File: config.mk
export PLATFORM = sky130hd
export DESIGN_NAME = screen_seq_flat
export DESIGN_NICKNAME = d
export VERILOG_FILES = /design/src/rtl/screen_seq_if.sv /design/src/rtl/screen_seq.sv /design/src/flat_wrapper.sv
export SDC_FILE = /design/constraint.sdc
export NUM_CORES = 1
export LEC_CHECK = 0
export ABC_AREA = 1
export CAP_MARGIN = 0
export CORE_MARGIN = 5
export CORE_UTILIZATION = 30
export CTS_BUF_LIST = sky130_fd_sc_hd__clkbuf_16
export CTS_CLUSTER_SIZE = 24
export DETAILED_ROUTE_END_ITERATION = 10
export PLACE_DENSITY = 0.46
export SYNTH_ARGS = -nofsm -noshare
export SYNTH_HDL_FRONTEND = slang
export SYNTH_SLANG_ARGS = --single-unit
File: constraint.sdc
create_clock -name clk -period 6.9 [get_ports clk]
set_clock_uncertainty 0.15 [all_clocks]
set_input_delay 1.38 -clock clk [delete_from_list [all_inputs] [get_ports clk]]
set_output_delay 1.38 -clock clk [all_outputs]
set_load 0.02 [all_outputs]
File: src/rtl/screen_seq_if.sv
// Signal bundle between the screen sequencer, the debounced buttons, the game cores and the VGA mux.
interface screen_seq_if;
  logic       btn_start;
  logic       btn_sel;
  logic       game_win;
  logic       game_lose;
  logic [3:0] vga_control;
  logic       blink;
  logic       menu_sel;
  logic       game_en;
  logic       game_rst;

  modport master (
    output btn_start, btn_sel, game_win, game_lose,
    input  vga_control, blink, menu_sel, game_en, game_rst
  );

  modport slave (
    input  btn_start, btn_sel, game_win, game_lose,
    output vga_control, blink, menu_sel, game_en, game_rst
  );
endinterface

File: src/rtl/screen_seq.sv
// Top-level screen sequencer: blank -> intro -> menu -> game -> result -> menu, driving the VGA mux select.
module screen_seq #(
  parameter int unsigned BLINK_DIV   = 25_000_000,
  parameter int unsigned GAME_TIME   = 1_500_000_000,
  parameter int unsigned RESULT_HOLD = 250_000_000
) (
  input  logic        clk,
  input  logic        clr,
  screen_seq_if.slave bus
);

  localparam logic [3:0] S_BLANK  = 4'd0;
  localparam logic [3:0] S_INTRO  = 4'd1;
  localparam logic [3:0] S_MENU   = 4'd2;
  localparam logic [3:0] S_GAME_T = 4'd3;
  localparam logic [3:0] S_GAME_S = 4'd4;
  localparam logic [3:0] S_WIN    = 4'd5;
  localparam logic [3:0] S_LOSE   = 4'd6;

  localparam logic [31:0] BLINK_LAST = 32'(BLINK_DIV - 1);
  localparam logic [31:0] GAME_LAST  = 32'(GAME_TIME - 1);
  localparam logic [31:0] HOLD_LAST  = 32'(RESULT_HOLD - 1);

  logic [1:0] btn_raw;
  logic [1:0] btn_edge;
  logic       start_edge;
  logic       sel_edge;

  assign btn_raw    = {bus.btn_sel, bus.btn_start};
  assign start_edge = btn_edge[0];
  assign sel_edge   = btn_edge[1];

  // Two-flop synchronizer plus previous-value flop per button; one edge per press.
  generate
    for (genvar gi = 0; gi < 2; gi++) begin : g_btn
      logic sync1_q;
      logic sync2_q;
      logic prev_q;

      always_ff @(posedge clk or posedge clr) begin
        if (clr) begin
          sync1_q <= 1'b0;
          sync2_q <= 1'b0;
          prev_q  <= 1'b0;
        end else begin
          sync1_q <= btn_raw[gi];
          sync2_q <= sync1_q;
          prev_q  <= sync2_q;
        end
      end

      assign btn_edge[gi] = sync2_q & ~prev_q;
    end
  endgenerate

  logic [3:0]  state_q,     state_d;
  logic [31:0] timer_q,     timer_d;
  logic [31:0] blink_cnt_q, blink_cnt_d;
  logic        blink_q,     blink_d;
  logic        menu_sel_q,  menu_sel_d;
  logic        game_en_q,   game_en_d;
  logic        game_rst_q,  game_rst_d;

  logic in_game_q;
  logic in_game_d;
  logic in_result_q;

  assign in_game_q   = (state_q == S_GAME_T) || (state_q == S_GAME_S);
  assign in_game_d   = (state_d == S_GAME_T) || (state_d == S_GAME_S);
  assign in_result_q = (state_q == S_WIN) || (state_q == S_LOSE);

  always_comb begin
    state_d    = state_q;
    menu_sel_d = menu_sel_q;
    case (state_q)
      S_BLANK: state_d = S_INTRO;
      S_INTRO: begin
        if (start_edge) state_d = S_MENU;
      end
      S_MENU: begin
        // Start takes priority; a coincident select edge is dropped.
        if (start_edge) begin
          state_d = menu_sel_q ? S_GAME_S : S_GAME_T;
        end else if (sel_edge) begin
          menu_sel_d = ~menu_sel_q;
        end
      end
      S_GAME_T, S_GAME_S: begin
        if (bus.game_lose) begin
          state_d = S_LOSE;
        end else if (bus.game_win) begin
          state_d = S_WIN;
        end else if (timer_q == GAME_LAST) begin
          state_d = S_LOSE;
        end
      end
      S_WIN, S_LOSE: begin
        if (start_edge || (timer_q == HOLD_LAST)) state_d = S_MENU;
      end
      default: state_d = S_BLANK;
    endcase
  end

  // Shared game/result timer: restarts on every state change, idles elsewhere.
  always_comb begin
    timer_d = timer_q;
    if (state_d != state_q) begin
      timer_d = '0;
    end else if (in_game_q || in_result_q) begin
      timer_d = timer_q + 32'd1;
    end
  end

  always_comb begin
    blink_cnt_d = '0;
    blink_d     = 1'b0;
    if ((state_d == S_INTRO) && (state_q == S_INTRO)) begin
      if (blink_cnt_q == BLINK_LAST) begin
        blink_cnt_d = '0;
        blink_d     = ~blink_q;
      end else begin
        blink_cnt_d = blink_cnt_q + 32'd1;
        blink_d     = blink_q;
      end
    end
  end

  always_comb begin
    game_en_d  = in_game_d;
    game_rst_d = in_game_d && !in_game_q;
  end

  always_ff @(posedge clk or posedge clr) begin
    if (clr) begin
      state_q     <= S_BLANK;
      timer_q     <= '0;
      blink_cnt_q <= '0;
      blink_q     <= 1'b0;
      menu_sel_q  <= 1'b0;
      game_en_q   <= 1'b0;
      game_rst_q  <= 1'b0;
    end else begin
      state_q     <= state_d;
      timer_q     <= timer_d;
      blink_cnt_q <= blink_cnt_d;
      blink_q     <= blink_d;
      menu_sel_q  <= menu_sel_d;
      game_en_q   <= game_en_d;
      game_rst_q  <= game_rst_d;
    end
  end

  assign bus.vga_control = state_q;
  assign bus.blink       = blink_q;
  assign bus.menu_sel    = menu_sel_q;
  assign bus.game_en     = game_en_q;
  assign bus.game_rst    = game_rst_q;

endmodule

File: src/flat_wrapper.sv
// flat-port wrapper written by rule: the top's interface ports become plain ports
module screen_seq_flat 
#(
  parameter int unsigned BLINK_DIV   = 25_000_000,
  parameter int unsigned GAME_TIME   = 1_500_000_000,
  parameter int unsigned RESULT_HOLD = 250_000_000
)
  (clk, clr, bus_btn_start, bus_btn_sel, bus_game_win, bus_game_lose, bus_vga_control, bus_blink, bus_menu_sel, bus_game_en, bus_game_rst);
  screen_seq_if bus_i ();
  input  logic clk;
  input  logic clr;
  input wire logic [$bits(bus_i.btn_start)-1:0] bus_btn_start;
  input wire logic [$bits(bus_i.btn_sel)-1:0] bus_btn_sel;
  input wire logic [$bits(bus_i.game_win)-1:0] bus_game_win;
  input wire logic [$bits(bus_i.game_lose)-1:0] bus_game_lose;
  output wire logic [$bits(bus_i.vga_control)-1:0] bus_vga_control;
  output wire logic [$bits(bus_i.blink)-1:0] bus_blink;
  output wire logic [$bits(bus_i.menu_sel)-1:0] bus_menu_sel;
  output wire logic [$bits(bus_i.game_en)-1:0] bus_game_en;
  output wire logic [$bits(bus_i.game_rst)-1:0] bus_game_rst;
  assign bus_i.btn_start = bus_btn_start;
  assign bus_i.btn_sel = bus_btn_sel;
  assign bus_i.game_win = bus_game_win;
  assign bus_i.game_lose = bus_game_lose;
  assign bus_vga_control = bus_i.vga_control;
  assign bus_blink = bus_i.blink;
  assign bus_menu_sel = bus_i.menu_sel;
  assign bus_game_en = bus_i.game_en;
  assign bus_game_rst = bus_i.game_rst;
  screen_seq #(.BLINK_DIV(BLINK_DIV), .GAME_TIME(GAME_TIME), .RESULT_HOLD(RESULT_HOLD)) u_core (.clk(clk), .clr(clr), .bus(bus_i));
endmodule
==> out/metrics.yaml <==
layout:
  num-fill-cells: 1515
  layout.cells.most_common_list: "126 x nand2_1, 97 x nor2_1, 78 x dfrtp_1"
  final_common_cell: "nand2_1"
  antenna-diode-count: 0
  layout-drive-gt1-share_pct: 12.0
  nets: 604
  area_delta_synth_final_pct: 13.0
  fin_util_pct: 34.6
clocking:
  htreeDepth: 3
  cts.sinks: 78
  post_cts_resized: 0
  clk_path_buf_depth: 2
  tritoncts: "done"
  clock_latency_ns: 0.34
  postCtsSetupBuffers: 0
  hold_buffers: 0
  cts_buffers: 9
  cts_root_buf: "clkbuf_16"
  path_clk_slew_ns: 0.06
drt:
  wl_per_cell_um: 12.1
  num_vias: 3466
  viasPerCell: 4.42
  drt_iter0_markers: 269
  wl_um: 9510
  drc: 0
  antenna_left: 0
  dr.pass1.iters: 4
critical_path:
  path_cells: "clkdlybuf4s50_1, nor3_1, nand2_1, nand2_1, nand3_1, o21ai_2, nand3_4, nor2_1"
  cp_data_arrival_time_ns: 3.19
  cp-end-kind: "flip-flop"
  slowest_stage: "clkdlybuf4s50_1"
  timing.critical_path.mode_cell: "nand2_1"
  critPathBufInv: 1
  cp.required_ns: 7.00
  critPathTopFamily: "simple AND/OR/NAND/NOR gates"
  startpoint_type: "primary input"
  path_class: "primary input to flip-flop"
  cp_max_fo: 32
  max_stage_delay_ns: 0.45
sta:
  period_minus_slack_ns: 3.09
  rsz0062_at_grt: "false"
  finalSetupTns_ns: 0
  final-hold-violation-count: 0
  setup_viol: 0
  relSlewSlack_pct: 34.0
  fmax_mhz: 324
  tightest_slew_ns: 0.990
  final_max_slew_viol_count: 0
  finalCritPeriodShare_pct: 44.8
synth:
  yosysWarnings: 0
  synthAdderAreaFrac_pct: 0.561
  syn-cell-area_mm2: 0.00446
  synth-compound-area-share_pct: 1.91
  synth-seq-area-share_pct: 43.7
  synthTopCellsByArea: "dfrtp_1 44%, nand2_1 11%, nor2_1 8.2%"
  yosysUniqueCellTypes: 36
  yosys.area_share.simple_pct: 35.9
  synthXorXnorAreaFrac_pct: 9.81
  syn_inst: 578
  post-synth-top-area-cell: "dfrtp_1"
  avgSynthCellArea_um2: 7.72
  ys_seq_elements: 78
  synth_top_family_by_area: "simple AND/OR/NAND/NOR gates"
  synth_nets: 586
  yosys.area.top_type_share_pct: 43.7
  muxShareOfSynthArea_pct: 0.224
placement:
  dpl.hpwl_um: 6800
  place_congestion: 0.843
  port_buffers: 13
pwr:
  p_int_uw: 736
  p_leak_uw: 0.00200
  switching_share_pct: 26.7
  clkPwrFrac_pct: 43.1
  pwr-share-comb_pct: 9.5
  switchingPower_uw: 268
  p_per_area_mw_per_mm2: 199
  seq_power_share_pct: 47.3
  ir_drop_mv: 0.136
floorplanning:
  initial_core_util_pct: 30.6
  die_h_um: 132
  ios: 14
  dieWidth_um: 132
  dieArea_mm2: 0.0174
  rows: 44
  core_area_mm2: 0.0146
global_routing:
  antenna_found_initial: 0
  grt_pass1_wl_um: 16800
  grt.total_usage_pct: 11.6
  grt_pass1_vias: 3593
  grt-ovfl-total: 0
  grt_max_degree: 79
worst_hold_path:
  hold_class: "flip-flop to flip-flop"
run:
  drv_cap: 0
outcome:
  status: "completed"
-- Yosys cell counts --
library cell / n
nand2_1: 126
nor2_1: 97
dfrtp_1: 78
inv_1: 76
nor2_2: 39
xor2_1: 37
nand3_1: 28
nor3_1: 16
nand4_1: 15
xnor2_1: 13
nor4_1: 10
nand2_2: 8
a21oi_1: 3
buf_6: 3
o21ai_0: 3
buf_4: 2
ha_1: 2
nor3_2: 2
nor3b_1: 2
o21ai_1: 2
a21oi_2: 1
a31oi_1: 1
buf_2: 1
clkbuf_1: 1
conb_1: 1
inv_2: 1
mux2i_1: 1
nand2b_1: 1
nand3_2: 1
nand3_4: 1
nor2_4: 1
nor3_4: 1
o211ai_1: 1
o21ai_2: 1
o22ai_1: 1
o31ai_1: 1
-- cells by family (layout without fill, tap and decap cells) --
kind of cell | after synthesis | after routing
buf+inv | 84 | 107
mux | 1 | 1
simple gates | 348 | 348
fa+ha+maj | 2 | 2
compound gates | 14 | 14
xor+xnor | 50 | 50
other cells | 1 | 1
flops | 78 | 78
-- path summary, 6_finish.rpt --
kind                                           start                         to  slack [ns]  cells after the start
max                                    bus_game_lose         u_core.timer_q[29]        3.81                      8
min reg2reg                  u_core.g_btn[0].sync1_q    u_core.g_btn[0].sync2_q        0.20                      0
max in group asynchronous                        clr         u_core.timer_q[19]        4.44                      3
min                          u_core.g_btn[0].sync1_q    u_core.g_btn[0].sync2_q        0.20                      0
min in group asynchronous                        clr  u_core.bus.vga_control[3]        1.53                      3
max reg2reg                u_core.bus.vga_control[2]     u_core.blink_cnt_q[30]        4.25                      7
-- state kept, by name (all words and copies together) (netlist names) --
name                    cells
u_core.blink_cnt_q         32
u_core.bus.game_rst         1
u_core.bus.menu_sel         1
u_core.g_btn.sync2_q        2
u_core.g_btn.prev_q         2
u_core.bus.game_en          1
u_core.g_btn.sync1_q        2
u_core.bus.vga_control      4
u_core.timer_q             32
u_core.bus.blink            1
-- layer usage --
metal / vias up / global-route usage (%) / wire length (um)
met2: 26 / 19.1 / 4460
li1: 1829 / - / -
met4: 0 / 3.71 / 112
met3: 10 / 3.24 / 235
met5: - / 0 / 0
met1: 1601 / 14.7 / 4700
-- power groups by stage --
stage               clock, uW  sequential [uW]  combinational, uW
global placement            0              483               98.6
CTS                       451              475               99.1
finish                    433              475               95.6
floorplan                   0              490               64.3
detailed placement          0              483               98.9
global route              471              476                108
-- cell type report --
type                       count  area (um^2)  area share, %
tap                          184          230           4.56
sequential                    78         1950           38.7
clock inverter                 7         42.5          0.843
timing repair buffer          14          138           2.73
multi-input combinational    416         2170           42.9
inverter                      77          290           5.76
clock buffer                   9          225           4.47
-- worst register-to-register path, cell delays in order (launching register included) --
cell and delay, ns:
dfrtp_1 0.46, nor2_2 0.20, inv_1 0.10, nor3_1 0.20, nand3_1 0.63, nor2_1 0.38, inv_2 0.20, nor3b_1 0.24
-- stage by stage --
step | area [um^2] | std cells | total power [uW] | hold slack, ns | worst slack, ns
CTS | 5040 | 785 | 1020 | 0.206 | 3.78
detailed placement | 4780 | 769 | 582 | 0.192 | 3.41
global placement | 4780 | 769 | 582 | 0.184 | 3.49
global route | 5040 | 785 | 1050 | 0.219 | 3.55
floorplan | 4460 | 578 | 555 | 0.181 | 3.37
finish | 5040 | 785 | 1000 | 0.202 | 3.81
Power figures use the tool's default switching activity.
